$ cat config.mk
export PLATFORM = sky130hd
export DESIGN_NAME = register
export DESIGN_NICKNAME = d
export VERILOG_FILES = /design/src/rtl/regfile_pkg.sv /design/src/rtl/register_read_port.sv /design/src/rtl/register.sv
export SDC_FILE = /design/constraint.sdc
export NUM_CORES = 1
export LEC_CHECK = 0
export CORE_MARGIN = 4
export CORE_UTILIZATION = 55
export CTS_BUF_LIST = sky130_fd_sc_hd__clkbuf_4
export DETAILED_ROUTE_END_ITERATION = 10
export GPL_ROUTABILITY_DRIVEN = 0
export PLACE_DENSITY = 0.76
export SYNTH_ARGS = -nofsm -noshare
export SYNTH_HDL_FRONTEND = slang
export SYNTH_SLANG_ARGS = --single-unit
$ cat constraint.sdc
create_clock -name clk -period 1.6 [get_ports clk]
set_clock_uncertainty 0.15 [all_clocks]
set_input_delay 0.24 -clock clk [delete_from_list [all_inputs] [get_ports clk]]
set_output_delay 0.24 -clock clk [all_outputs]
set_load 0.005 [all_outputs]
$ cat src/rtl/regfile_pkg.sv
// Shared sizing and types for the CPU data-path register file.
// Latency: n/a (declarations only).
// Backpressure: n/a.
package regfile_pkg;

    localparam int DATA_W   = 16;
    localparam int NUM_REGS = 16;
    localparam int ADDR_W   = 4;   // must equal $clog2(NUM_REGS)

    typedef logic [ADDR_W-1:0] reg_addr_t;
    typedef logic [DATA_W-1:0] reg_data_t;

endpackage

$ cat src/rtl/register_read_port.sv
// One combinational read port: NUM_REGS:1 mux over the storage array,
// plus an optional write-through bypass (REGISTER_BYPASS_EN).
// Latency: zero cycles (purely combinational). Backpressure: none.
//
// Ports:
//   regs       full storage array, flattened (word i at regs[i])
//   addr       read index
//   data       selected word (or bypassed write data when enabled)
//   rst_n, write, write_addr, write_data
//              write-port view, present only when REGISTER_BYPASS_EN is defined
module register_read_port
    import regfile_pkg::*;
(
    input  logic [NUM_REGS-1:0][DATA_W-1:0] regs,
    input  reg_addr_t                       addr,
`ifdef REGISTER_BYPASS_EN
    input  logic                            rst_n,
    input  logic                            write,
    input  reg_addr_t                       write_addr,
    input  reg_data_t                       write_data,
`endif
    output reg_data_t                       data
);

    reg_data_t stored;

    assign stored = regs[addr];

`ifdef REGISTER_BYPASS_EN
    // A pending write to the addressed word is forwarded before the edge;
    // a reset cycle discards the write, so it must not be forwarded either.
    logic bypass_hit;

    assign bypass_hit = rst_n && write && (write_addr == addr);
    assign data       = bypass_hit ? write_data : stored;
`else
    assign data = stored;
`endif

endmodule

$ cat src/rtl/register.sv
// Register file: 16 x 16-bit words, one synchronous write port, two
// independent combinational read ports (A/B) feeding the ALU operand buses.
// Latency: write visible on reads right after the clk edge; reads are
// combinational. Backpressure: none, a write is accepted every cycle.
//
// Ports:
//   clk           rising-edge clock for all state
//   rst_n         synchronous active-low reset, clears every word, beats write
//   write         write enable
//   WriteAddress  destination index
//   WriteData     data to store
//   ReadAddrA/B   read indices for ports A and B
//   DataOutputA/B contents of the selected words
//
// Build option: define REGISTER_BYPASS_EN for write-through bypass on both
// read ports (the pending write data appears on a matching port before the
// edge). Left undefined, read ports show stored contents only.
module register
    import regfile_pkg::*;
(
    input  logic      clk,
    input  logic      rst_n,
    input  logic      write,
    input  reg_addr_t WriteAddress,
    input  reg_data_t WriteData,
    input  reg_addr_t ReadAddrA,
    input  reg_addr_t ReadAddrB,
    output reg_data_t DataOutputA,
    output reg_data_t DataOutputB
);

    logic [NUM_REGS-1:0][DATA_W-1:0] regs;
    logic [NUM_REGS-1:0]             word_en;

    // One-hot decode: each word compares its own index, so an unknown
    // address can only ever enable words that match, never corrupt others.
    always_comb begin
        word_en = '0;
        for (int i = 0; i < NUM_REGS; i++) begin
            word_en[i] = write && (WriteAddress == reg_addr_t'(i));
        end
    end

    always_ff @(posedge clk) begin
        if (!rst_n) begin
            regs <= '0;
        end else begin
            for (int i = 0; i < NUM_REGS; i++) begin
                if (word_en[i]) begin
                    regs[i] <= WriteData;
                end
            end
        end
    end

    register_read_port u_port_a (
        .regs       (regs),
        .addr       (ReadAddrA),
`ifdef REGISTER_BYPASS_EN
        .rst_n      (rst_n),
        .write      (write),
        .write_addr (WriteAddress),
        .write_data (WriteData),
`endif
        .data       (DataOutputA)
    );

    register_read_port u_port_b (
        .regs       (regs),
        .addr       (ReadAddrB),
`ifdef REGISTER_BYPASS_EN
        .rst_n      (rst_n),
        .write      (write),
        .write_addr (WriteAddress),
        .write_data (WriteData),
`endif
        .data       (DataOutputB)
    );

endmodule

Word level (Yosys, flattened, before mapping)
Cells that the tools add are included.

storage, ports and cells
  register bits = 256
  bits in latches = 0
  RAM bits = 0
  ROM bits = 0
  logic and storage cells = 54
  memories kept = 0

operators by class
  add/sub/neg operators = 0
  multiply operators = 0
  div/mod/pow operators = 0
  order comparisons = 2
  eq/ne operators = 15
  shift operators = 0
  muxes and demuxes = 4
  bitwise operators = 0
  reductions and logical operators = 17

operator list
  cell                                                        count
  binary-select mux 16 bit (select 4 bit)                     2
  == test 4 bit, second input constant                        8
  two-way mux 16 bit                                          2
  == test 4 x 3 -> 1 bit, second input constant               4
  logical AND 1 bit                                           16
  less-than comparator 4 x 5 -> 1 bit, second input constant  2
  == test 4 x 2 -> 1 bit, second input constant               2
  == test 4 x 1 -> 1 bit, second input constant               1
  logical NOT 4 bit                                           1

Longest topological paths before layout
Gate-level depths: netlist (run 1).

  word-level depth = 2
  depth in mapped cells = 6
  depth with buffers taken out = 3

Cells and area by module
A second synthesis (run 1) with hierarchy kept.

second synthesis, totals
  cells, all modules = 1150
  area total of the unflattened synthesis = 13122.6 um^2

by module, submodules not included
  module              instances  cells each  area an instance (um^2)  sequential area each (um^2)
  register            1          876         9256.4                   5124.9
  register_read_port  2          137         1933.1                   0.0

Worst setup path before layout (run 1)
OpenSTA, ideal clock, no wires.

  path type = in2out
  from = input port ReadAddrA[1]
  to = output port DataOutputA[13]
  arrival = 1330 ps
  data required time = 1210 ps
  slack = -120 ps
  stages = 6
  path buffers = 3
  path through = buf_4 -> buf_6 -> buf_2 -> mux4_2 -> a22oi_1 -> nand2_1

on the way
  longest elaborated chain between the ends = 2

RTL lines
  what                                      RTL line                  text
  start, declared                           register.sv:26            input reg_addr_t ReadAddrA,
  binary-select mux 16 bit (select 4 bit)   register_read_port.sv:27  assign stored = regs[addr];
  two-way mux 16 bit (not written as such)  register_read_port.sv:27
  end, declared                             register.sv:28            output reg_data_t DataOutputA,

No other way between the ends. The select of a mux whose other input is x is not followed.

Worst setup path in the final report (run 1)
  from = register regs[60] in the netlist's numbering
  to = output port DataOutputA[12]

on the way
  longest elaborated chain between the ends = 2

RTL lines
  what                                      RTL line                  text
  start, declared                           register.sv:32            logic [NUM_REGS-1:0][DATA_W-1:0] regs;
  start signal, assigned by index           register.sv:50            regs[i] <= WriteData;
  binary-select mux 16 bit (select 4 bit)   register_read_port.sv:27
  two-way mux 16 bit (not written as such)  register_read_port.sv:27

No other way between the ends. The select of a mux whose other input is x is not followed.

==> results of run 1 <==
worst min-delay path: stages:
cell and delay (ps):
sky130_fd_sc_hd__clkdlybuf4s50_1 440, sky130_fd_sc_hd__buf_12 170, sky130_fd_sc_hd__nand3_1 70, sky130_fd_sc_hd__a21boi_1 50
report_power, final:
group	internal [W]	leakage, nW	total (W)	switching [W]
sequential	0.00646	2.09	0.00652	0.0000607
combinational	0.000810	3.07	0.00196	0.00115
clock	0.00317	0.533	0.00598	0.00281
through the flow:
step / hold slack, ps / std cells / TNS, ps / worst slack, ps / power [W]
global route: 179 / 1903 / -23820 / -892 / 0.0149
CTS: 155 / 1902 / -22990 / -906 / 0.0144
finish: 177 / 1903 / -22520 / -871 / 0.0145
floorplan: 306 / 1484 / -854 / -29.9 / 0.00769
global placement: 317 / 1780 / -99860 / -847 / 0.00849
detailed placement: 334 / 1780 / -111350 / -847 / 0.00853
Yosys cell counts (14+ instances only):
cell type                  instances
sky130_fd_sc_hd__nand3_1         257
sky130_fd_sc_hd__dfxtp_1         256
sky130_fd_sc_hd__o21ai_0         256
sky130_fd_sc_hd__a21boi_0        233
sky130_fd_sc_hd__clkbuf_1        118
sky130_fd_sc_hd__mux4_2           84
sky130_fd_sc_hd__a22oi_1          64
sky130_fd_sc_hd__buf_2            61
sky130_fd_sc_hd__mux4_1           43
sky130_fd_sc_hd__nand2_1          33
sky130_fd_sc_hd__a21boi_1         23
sky130_fd_sc_hd__buf_1            14
worst max-delay path by stage:
stage                            start         endpoint  slack (ps)  depth (start not counted)
after floorplan           ReadAddrB[0]  DataOutputB[14]         -30                          5
after global placement    ReadAddrB[0]  DataOutputB[11]        -850                          6
after detailed placement  ReadAddrB[0]  DataOutputB[11]        -850                          6
after CTS                     regs[60]  DataOutputA[12]        -910                          4
after global routing          regs[60]  DataOutputA[12]        -890                          4
final                         regs[60]  DataOutputA[12]        -870                          4
timing repair:
| action | CTS | global route |
|---|---|---|
| hold buffers | 1 | 0 |
| hold endpoints to repair | 199 | 0 |
| gates cloned | 0 | 0 |
| endpoints found under the setup margin | 32 | 32 |
| pin swaps | 54 | 14 |
| gates resized for setup | 207 | 40 |
cells by family (layout without fill, tap and decap cells):
| family | count (synthesis) | count (layout) | synth area share (%) |
|---|---|---|---|
| other | 0 | 1 | 0 |
| buffers and inverters | 212 | 300 | 6.85 |
| AO/OA/AOI/OAI | 576 | 576 | 25.6 |
| AND/OR/NAND/NOR | 312 | 312 | 10.8 |
| flip-flops | 256 | 256 | 35.6 |
| multiplexers | 128 | 128 | 21.2 |
area by class of cell:
cell class | count | area share (%)
sequential | 256 | 30.3
tap | 330 | 2.41
antenna | 1 | 0.0146
timing repair buffer | 179 | 12.7
multi-input combinational | 1016 | 49.5
clock buffer | 106 | 4.65
clock inverter | 15 | 0.504
metal layers:
layer,GRT usage (%),vias up
met5,0,-
met4,15.2,0
met3,7.13,172
met2,49.7,987
met1,41.2,6574
li1,-,5717
placed cells by master (no fill, tap or decap), types with 23 or more instances in the layout:
cell                              instances
sky130_fd_sc_hd__a21boi_1                23
sky130_fd_sc_hd__a21boi_0               233
sky130_fd_sc_hd__nand3_1                256
sky130_fd_sc_hd__buf_4                   57
sky130_fd_sc_hd__a22oi_2                 54
sky130_fd_sc_hd__clkbuf_4               106
sky130_fd_sc_hd__dfxtp_2                 43
sky130_fd_sc_hd__nand2_1                 24
sky130_fd_sc_hd__clkdlybuf4s50_1         25
sky130_fd_sc_hd__buf_2                   26
sky130_fd_sc_hd__dfxtp_1                213
sky130_fd_sc_hd__mux4_2                 127
sky130_fd_sc_hd__buf_12                  64
sky130_fd_sc_hd__o21ai_0                256
==> results.md, run 1 <==
Global routing:
- The via count of the first global-routing pass is 13200.
- The total global routing track utilization is 31.5%.
- The global-route wire length before repair is 72.3 mm.
- The initial antenna violation count was 1.
- The total global routing overflow is 0.
- Entering global routing, the biggest net connects 86 pins.

STA:
- In the finished design, the share of the clock period the worst path needs comes to 154%.
- After layout, the worst setup slack is -871 ps.
- The count of pins over their slew limit was 0.
- Headroom to the max-slew limit came out at 69.9%.
- The count of endpoints failing hold in the final timing report was 0.
- The final critical path time including I/O delays and setup is 2470 ps.
- Setup violations remaining at the end of the flow were counted as 32.
- The slew at the pin with the worst max-slew slack is 452 ps.
- Setup repair after global routing could not meet its margin everywhere.
- Based on the critical path, the design can be clocked at up to 0.405 GHz.

Die:
- During I/O placement, the number of pins put on the boundary was 63.
- The die is 170 um tall.
- The region available for standard cell placement spans 25500 sq um.
- The row count is 58.
- The die covers 28800 sq um.
- The initial core utilization is 56.5%.
- In this run the horizontal extent of the chip is 170 um.

Detailed routing:
- The highest layer used for signal routing is met4.
- The DRC marker count from the first detailed-route iteration is 1869.
- The number of nets with antenna violations after detailed routing is 0.
- For this run, design rule violations remaining after detail routing come to 0.
- Dividing the detail-routed via count by the number of cells gives 7.07.
- For this block, wires on met1 add up to 17.7 mm.
- The number of search-and-repair iterations in the first detailed-routing pass is 6.
- The met3 wire length is 5.36 mm.
- The per-cell routed wire length is 24.6 um.
- Detailed routing inserted a total of 13500 vias.
- Detailed routing placed a total of 21.9 mm of wire on met2.
- Wires add up to 46.8 mm.

Critical path:
- On the worst path, the slowest cell contributes a delay of 620 ps.
- Data on the critical path is required at its endpoint by 1210 ps.
- For flop-to-flop paths, the worst setup slack is 680 ps.
- The endpoint kind of the worst setup timing path is a primary output.
- The buffer and inverter count on the worst path is 1.
- The cell family contributing the most delay on the critical path is multiplexers.
- The critical setup path kind is reg -> out.
- The biggest fanout along the worst timing path is 3.
- The worst register-to-register path begins at regs[173].
- The critical path data arrival time is 2080 ps.
- The endpoint of the worst register-to-register path is regs[173].
- Traced cell by cell, the critical path runs through mux4_4, a22oi_2, nand2_2, buf_2.
- The slowest cell on the critical path is sky130_fd_sc_hd__mux4_4.
- The worst-case reg-to-reg path depth is 2.
- The element type at the critical path start is a register.

Logic synthesis:
- Of all flip-flops after synthesis, the portion carrying an async set or reset was 0%.
- The warning count from the yosys run is 0.
- The library cell with the largest summed area after synthesis is sky130_fd_sc_hd__dfxtp_1.
- The net count of the mapped netlist is 1515.
- Summed over its instances, the top area cell type makes up 35.6% of the synthesized netlist area.
- The cell area after synthesis is 14400 sq um.
- By area the synthesized netlist is led by sky130_fd_sc_hd__dfxtp_1, sky130_fd_sc_hd__mux4_2, sky130_fd_sc_hd__a21boi_0.
- The synthesized area per cell is 9.70 sq um.
- The number of flops mapped to enable cells by yosys is 0.
- The prevailing post-synth register cell is sky130_fd_sc_hd__dfxtp_1.
- Summing the sequential cell areas from Yosys gives 35.6% of the chip area.
- Counting flops and latches in the post-synthesis netlist gives 256.
- Counting distinct cell types in the post-synthesis netlist gives 27.
- Synthesis handed over a netlist of 1484 instances.

Clock tree:
- The number of buffers inserted to repair setup after CTS is 0.
- At the later pin of the worst-skew pair, clock insertion delay measures 670 ps.
- The H-tree generated during clock tree synthesis spans 3 levels.
- The number of buffers on the longest clock path is 3.
- Clock-pin slew was measured on the worst setup and hold paths at 70 ps.
- The clock buffer count from CTS is 72.
- The clock tree from TritonCTS is built.
- The root buffer selected by CTS is sky130_fd_sc_hd__clkbuf_4.
- Counting every sink on the clock net gives 256.

Cells and area:
- The post-route standard cell area excluding fillers is 17100 sq um.
- Cells with a size suffix above 1 make up 32.9% of the layout.
- Once layout is complete, the utilization of the core stands at 67.2%.
- Registers take 5180 sq um.
- In the final layout, the registers with the most flip-flops are regs (256).
- Fill cells in the final layout number 1950.
- The register with the most flip-flops in the final layout is regs.
- The number of flip-flops under the largest register name is 256.
- After the last flow step, the layout net total stands at 1556.
- In the final layout, the multi-input gates occupy 8470 sq um.
- From synthesis to final layout, the design area changed by 18.9%.

Status:
- The flow ran to the end, but the final reports show violations.
- The checks that failed: negative setup slack.

Worst hold path:
- The type of the most critical hold path is in -> reg.
- For hold timing, the worst endpoint is regs[207].
- In this run the most critical hold path is launched from WriteData[15].
- The worst hold path depth is 4.

Place:
- The placed wire-length estimate after detailed placement is 28.1 mm.
- The quantity of I/O buffers inserted on ports is 62.
- The placement-stage cell area is 16000 sq um.

Power and ir drop:
- Power spread over the standard cell area amounts to 845 nW/um^2.
- The worst ir drop on vdd is 0.803 mV.
- The static leakage power is 5.69 nW.

Job:
- The max capacitance violation total is 0.
Power figures use the tool's default switching activity.
==> inputs of run 2 (changes only) <==
- TNS_END_PERCENT: not set -> 20
==> run 2 against run 1 <==
  * The flow still finishes with violations (negative setup slack)
  * Fmax grew 1.7%
  * Worst hold slack lost 2.7 ps
  * Die area is the same
  * Total power grew 3.2%
  * Via count grew 1.6%
  * Combinational power grew 7%
  * Sequential share of layout area shrank 0.96 points
  * Routed wire length grew 3.3%
  * First-iteration DRC count grew 30%
  * Critical endpoint is now DataOutputB[13]
  * Highest routed layer unchanged
==> results.md, run 2 (synthesized netlist as in run 1, its figures left out) <==
Detailed routing:
- The routed via count is 13700 (+1.6%).
- The total wire length came to 48.3 mm (+3.3%).
- The per-cell routed wire length is 25.0 um (+1.6%).
- The DRC marker count from the first detailed-route iteration is 2427 (+30%).
- The average via count per standard cell is 7.07 (about the same).
- The number of nets with antenna violations after detailed routing was 0 (unchanged).
- The number of search-and-repair iterations in the first detailed-routing pass came to 6 (unchanged).
- The number of remaining DRC errors was 0 (unchanged).

Critical path:
- The element type at the critical path start is a register.
- The biggest fanout along the worst timing path came to 3 (unchanged).
- The worst path required time was 1210 ps (about the same).
- Among cell families on the critical path, the largest total delay comes from multiplexers.
- The critical path data arrival time is 2040 ps (-40 ps).
- The critical setup path kind is reg -> out.
- The highest cell delay on the worst timing path was 470 ps (-150 ps).
- The slowest stage of the critical path belongs to the cell sky130_fd_sc_hd__mux4_2.
- The buffer and inverter count on the worst path is 1 (unchanged).
- The endpoint kind of the worst setup timing path is a primary output.
- The critical path goes through mux4_2, a22oi_2, nand2_1, dlygate4sd2_1.

STA:
- The final count of negative-setup-slack endpoints is 32 (unchanged).
- The tightest slew margin relative to the limit is 76.5% (+6.7 points).
- The achievable clock frequency is 0.412 GHz (+1.7%).
- The sum of negative setup slack was -23550 ps (-1030 ps).
- Setup repair after global routing could not meet its margin everywhere.
- The count of endpoints failing hold in the final timing report is 0 (unchanged).
- The final worst-path cycle share was 152% (-2.6 points).
- The final critical path time including I/O delays and setup is 2430 ps (-41.9 ps).
- The slew at the pin with the worst max-slew slack is 352 ps (-100 ps).
- The post-layout worst setup margin is -829 ps (+41.9 ps).
- The count of pins over their slew limit came to 0 (unchanged).

Cells and area:
- The layout filler cell count came to 1838 (-5.7%).
- The area occupied by multi-input gates is 8440 sq um (-0.31%).
- The non-filler instance count after layout is 1934 (+1.6%).
- The area overhead of the layout relative to synthesis is 22.3%.
- The post-layout net count is 1579 (+1.5%).
- Counting flops per register, the top entry is regs.
- In the layout the commonest cells are sky130_fd_sc_hd__nand3_1, sky130_fd_sc_hd__o21ai_0, sky130_fd_sc_hd__a21boi_0.
- The largest registers in the layout are regs (256).
- The number of flip-flops under the largest register name came to 256 (unchanged).
- The core utilization of the finished layout is 69.1% (+1.9 points).
- The proportion of layout cells with a drive suffix above 1 is 32.0% (-0.89 points).
- The sequential cell area was 5160 sq um (-0.41%).

Power and ir drop:
- The worst ir drop on vdd is 0.455 mV (-43%).
- The power density relative to cell area is 848 nW/um^2 (+0.37%).
- The static leakage power is 5.92 nW (+4.0%).

Die:
- The die outline area was 28800 sq um (unchanged).
- The row count was 58 (unchanged).
- The I/O pin count is 63 (unchanged).
- The horizontal extent of the die is 170 um (unchanged).
- The initial core utilization was 56.5% (unchanged).
- The area inside the core boundary is 25500 sq um (unchanged).
- The height of the die was 170 um (unchanged).

Place:
- The placed wire-length estimate after detailed placement came to 30.0 mm (+6.7%).
- The placed instance count is 1805 (+1.4%).
- The quantity of I/O buffers inserted on ports is 62 (unchanged).

Global routing:
- The global-route wire length before repair came to 74.7 mm (+3.4%).
- The largest net degree at the start of global routing is 65 (-24%).
- The total global routing overflow is 0 (unchanged).
- The via count of the first global-routing pass is 13500 (+1.9%).
- The total global routing track utilization is 32.7% (+1.2 points).
- The initial antenna violation count is 1 (unchanged).

Clock tree:
- The clock buffer count from CTS came to 70 (-2.8%).
- The clock tree from TritonCTS is built.
- The clock-pin slew on the worst setup and hold paths is 60 ps (about the same).
- The number of clock sinks seen by CTS came to 256 (unchanged).
- The number of levels in the clock H-tree is 3 (unchanged).
- The clock network latency to the later pin of the worst-skew pair is 640 ps (-30 ps).
- The number of buffers on the longest clock path came to 3 (unchanged).
- The root buffer selected by CTS is sky130_fd_sc_hd__clkbuf_4.

Job:
- The max capacitance violation total is 0 (unchanged).

Status:
- The checks that failed: negative setup slack.
- The flow ran to the end, but the final reports show violations.

Worst hold path:
- The type of the most critical hold path is in -> reg.
==> run 2: power by group <==
part | internal, W | switching (W)
Sequential | 0.00645 | 0.0000612
Combinational | 0.000914 | 0.00118
Clock | 0.00344 | 0.00287
Total | 0.0108 | 0.00411
==> run 2: area by class of cell <==
class,count,area share (%)
Timing Repair Buffer,204,15.0
Antenna cell,4,0.0569
Clock buffer,103,4.39
Tap cell,330,2.35
Sequential cell,256,29.3
Multi-Input combinational cell,1016,48.0
Clock inverter,21,0.938
==> run 2: worst paths after layout <==
path	cells past startpoint	endpoint	from	slack, ps
max	4	DataOutputB[13]	regs[173]	-830
min	4	regs[226]	WriteData[2]	170
max reg2reg	2	regs[14]	regs[14]	660
min reg2reg	2	regs[177]	regs[177]	340
==> run 2: worst min-delay path, cell delays in order <==
cell	delay [ps]
sky130_fd_sc_hd__clkdlybuf4s50_1	440
sky130_fd_sc_hd__buf_12	170
sky130_fd_sc_hd__nand3_1	60
sky130_fd_sc_hd__a21boi_0	60
==> run 2: timing repair <==
action                                  in CTS  in global routing
hold buffers                                 1                  0
gates cloned                                 0                  0
gates resized for setup                    141                 50
pin swaps                                   49                 30
setup buffers                                0                  0
endpoints found under the hold margin       59                  0
endpoints found under the setup margin      32                 32
==> run 2: through the flow <==
stage | setup WS [ps] | power (W) | hold WS [ps] | area (sq um)
5_1_grt | -889 | 0.0154 | 171 | 17600
6_report | -829 | 0.0149 | 174 | 17600
3_3_place_gp | -960 | 0.00863 | 319 | 16500
3_5_place_dp | -972 | 0.00866 | 327 | 16500
4_1_cts | -894 | 0.0149 | 130 | 17600
2_1_floorplan | -29.9 | 0.00769 | 306 | 14400
==> run 2: routing by layer <==
metal | routed length, um | GRT usage, % | up-vias
met5 | 0 | 0 | -
met4 | 1780 | 15.0 | 0
met3 | 5910 | 7.57 | 171
met2 | 22500 | 49.9 | 1066
met1 | 18100 | 44.6 | 6666
li1 | - | - | 5768
==> inputs of run 3 (changes only) <==
- PLACE_DENSITY: 0.76 -> 0.77
- SYNTH_HIERARCHICAL: not set -> 1
==> run 3 against run 2 <==
  * The flow still finishes with violations (negative setup slack)
  * Synthesized cell count fell by 23%
  * Sequential share of layout area up 3.9 points
  * Sequential cell count stayed put
  * Final cell count is 16% lower
  * First-iteration DRC count shrank 63%
  * Global-route usage shrank 4.7 points
  * Worst hold slack improved by 34 ps
  * Fmax is 2.9% higher
  * Clock power is 5.9% lower
  * Register-to-register slack improved by 100 ps
  * Routed wire length is 24% lower
  * Synthesized area fell by 8.8%
  * Critical endpoint is now DataOutputB[4]
  * Largest cell class unchanged
==> results.md, run 3 <==
Clock tree:
- The cell sitting at the root of the clock tree is a sky130_fd_sc_hd__clkbuf_4.
- The clock-pin slew on the worst setup and hold paths came to 70 ps (about the same).
- The clock network latency to the later pin of the worst-skew pair came to 690 ps (+50 ps).
- The number of buffers on the longest clock path is 3 (unchanged).
- The number of buffers inserted to repair setup after CTS is 0 (unchanged).
- The clock tree from TritonCTS is built.
- The number of clock sinks seen by CTS is 256 (unchanged).
- The clock buffer count from CTS is 69 (-1.4%).
- The number of levels in the clock H-tree was 3 (unchanged).

Cells and area:
- The core utilization of the finished layout came to 66.3% (-2.8 points).
- In the layout the commonest cells are sky130_fd_sc_hd__nand2_1, sky130_fd_sc_hd__mux2i_1, sky130_fd_sc_hd__dfxtp_1.
- The area overhead of the layout relative to synthesis is 18.6%.
- The sequential cell area is 5160 sq um (+0.12%).
- The most common cell after layout, fill and taps aside is sky130_fd_sc_hd__nand2_1.
- More flip-flops sit in one register than any other, and that register is regs.
- The largest registers in the layout are regs (256).
- The post-layout net count is 1288 (-18%).
- The layout filler cell count is 1744 (-5.1%).
- The area occupied by multi-input gates is 7560 sq um (-10%).
- The number of flip-flops under the largest register name was 256 (unchanged).
- The proportion of layout cells with a drive suffix above 1 came to 35.2% (+3.2 points).

Global routing:
- The global-route wire length before repair is 57.7 mm (-23%).
- The total global routing overflow is 0 (unchanged).
- The largest net degree at the start of global routing was 72 (+11%).
- The initial antenna violation count was 1 (unchanged).
- The via count of the first global-routing pass is 10300 (-24%).
- The total global routing track utilization was 28.0% (-4.7 points).

STA:
- The final worst-path cycle share is 148% (-4.3 points).
- The tightest slew margin relative to the limit is 61.5% (-15 points).
- Setup repair after global routing could not meet its margin everywhere.
- The post-layout worst setup margin is -760 ps (+68.6 ps).
- The count of pins over their slew limit is 0 (unchanged).
- The count of endpoints failing hold in the final timing report is 0 (unchanged).
- The slew at the pin with the worst max-slew slack was 576 ps (+224 ps).
- The final count of negative-setup-slack endpoints is 32 (unchanged).
- The final critical path time including I/O delays and setup is 2360 ps (-68.6 ps).
- The achievable clock frequency is 0.424 GHz (+2.9%).

Logic synthesis:
- The number of flops mapped to enable cells by yosys was 0 (unchanged).
- The number of library cell types mapped by synthesis was 23 (-15%).
- The cell area after synthesis is 13100 sq um (-8.8%).
- The share of synthesized area occupied by flip-flops and latches came to 39.1% (+3.5 points).
- The synthesized area per cell is 11.4 sq um (+18%).
- The portion of synthesized cell area occupied by the leading cell type came to 39.1% (+3.5 points).
- The net count of the mapped netlist is 1181 (-22%).
- In the post-synthesis netlist, the cell with the most instances is sky130_fd_sc_hd__nand2_1.
- The share of flip-flops with an asynchronous set or reset after synthesis is 0% (unchanged).
- The flop and latch count out of synthesis is 256 (unchanged).
- The gate count after technology mapping came to 1150 (-23%).
- The prevailing post-synth register cell is sky130_fd_sc_hd__dfxtp_1.
- Yosys attributes the largest share of cell area to sky130_fd_sc_hd__dfxtp_1, sky130_fd_sc_hd__mux2i_1, sky130_fd_sc_hd__mux4_2.
- The warning count from the yosys run came to 6 (+6).
- Counting instances in the post-synthesis netlist gives the leading cell types as sky130_fd_sc_hd__nand2_1, sky130_fd_sc_hd__dfxtp_1, sky130_fd_sc_hd__mux2i_1.
- The library cell with the largest summed area after synthesis is sky130_fd_sc_hd__dfxtp_1.

Status:
- The final reports fail on negative setup slack.
- The run finished, with violations left.

Critical path:
- STA classifies the critical path startpoint as a register.
- The critical path data arrival time is 1970 ps (-70 ps).
- The worst setup path is of the reg -> out kind.
- The worst path required time is 1210 ps (about the same).
- The biggest fanout along the worst timing path was 3 (unchanged).
- STA classifies the critical path endpoint as a primary output.

Die:
- The height of the die came to 162 um (-4.3%).
- The horizontal extent of the die is 162 um (-4.3%).
- The row count is 56 (-3.4%).
- The die outline area is 26400 sq um (-8.4%).
- The I/O pin count is 63 (unchanged).
- The initial core utilization is 55.9% (-0.61 points).
- The area inside the core boundary is 23500 sq um (-7.8%).

Power and ir drop:
- The overall power consumption was 0.0138 W (-7.7%).
- The static leakage power is 6.14 nW (+3.7%).
- The worst ir drop on vdd came to 0.485 mV (+6.8%).
- The power density relative to cell area is 886 nW/um^2 (+4.5%).

Place:
- The quantity of I/O buffers inserted on ports is 62 (unchanged).
- The placed wire-length estimate after detailed placement was 23.2 mm (-22%).
- The setup slack after placement is -806 ps (+166 ps).

Job:
- The max capacitance violation total came to 0 (unchanged).

Detailed routing:
- The per-cell routed wire length is 22.7 um (-9.1%).
- The average via count per standard cell is 6.18 (-13%).
- The DRC marker count from the first detailed-route iteration is 893 (-63%).
- The number of nets with antenna violations after detailed routing is 0 (unchanged).
- The number of search-and-repair iterations in the first detailed-routing pass is 7 (+1).
- The routed via count is 10000 (-27%).
- The total wire length is 36.7 mm (-24%).
- The number of remaining DRC errors is 0 (unchanged).

Worst hold path:
- In this run the worst hold path is classified as in -> reg.
run 3: cell types whose count changed after synthesis, sizes merged, moves of 2 or more:
cell    previous run  this run
and3b              2         0
nand2             33       306
nand3            257         1
nor2b              6         4
buf               93        57
clkbuf           119        53
a21boi           256         0
or3                0         3
o21ai            256         0
mux2i              0       256
nor2               3        12
run 3: metrics by stage:
step | setup TNS [ps] | instance area [sq um] | hold slack [ps] | std cells
detailed placement | -107890 | 14500 | 311 | 1504
CTS | -24950 | 15500 | 164 | 1618
global route | -24590 | 15600 | 167 | 1619
global placement | -98040 | 14500 | 299 | 1504
finish | -22150 | 15600 | 208 | 1619
floorplan | -1100 | 13200 | 289 | 1150
run 3: power by group:
| group | internal, W | switching [W] |
|---|---|---|
| registers | 0.00646 | 0.0000597 |
| clock network | 0.00322 | 0.00273 |
| logic | 0.000564 | 0.000749 |
| total | 0.0102 | 0.00354 |
run 3: cell families (layout without fill, tap and decap cells):
| kind of cell | count (synthesis) | in the layout | share of synthesized area [%] |
|---|---|---|---|
| AND/OR/NAND/NOR | 336 | 336 | 10.2 |
| other | 0 | 1 | 0 |
| flip-flops | 256 | 256 | 39.1 |
| buffers and inverters | 110 | 259 | 5.03 |
| AO/OA/AOI/OAI | 64 | 64 | 3.66 |
| multiplexers | 384 | 384 | 42.1 |
run 3: metal layers:
layer  routed length, um  track usage (%)  vias to the layer above
met2               18100             46.7                      452
met5                   0                0                        -
met1               14800             35.9                     5035
li1                    -                -                     4427
met3                2580             5.49                       97
met4                1210             11.6                        0
run 3: what timing repair did:
action	in CTS	in global routing
pin swaps	39	40
hold buffers	1	0
endpoints found under the setup margin	32	32
hold endpoints to repair	26	0
gates resized for setup	154	54
run 3: worst paths after layout:
path	startpoint	to	slack [ps]	cells past startpoint
setup / recovery	regs[52]	DataOutputB[4]	-760	4
hold / removal	WriteData[5]	regs[133]	210	4
setup reg to reg	regs[18]	regs[18]	760	2
hold reg to reg	regs[49]	regs[49]	310	2
run 3: critical path: stages, from the launching register on:
cell,delay (ps)
sky130_fd_sc_hd__dfxtp_2,320
sky130_fd_sc_hd__mux4_2,470
sky130_fd_sc_hd__a22oi_2,220
sky130_fd_sc_hd__nand2_2,110
sky130_fd_sc_hd__buf_2,140
run 3: area by class of cell:
cell class              instances  area share (%)
repair buffers                146            10.0
clock inverters                18           0.981
diodes                          1          0.0161
flip-flops and latches        256            33.2
clock buffers                  95            4.58
well taps                     319            2.57
multi-input cells             784            48.6
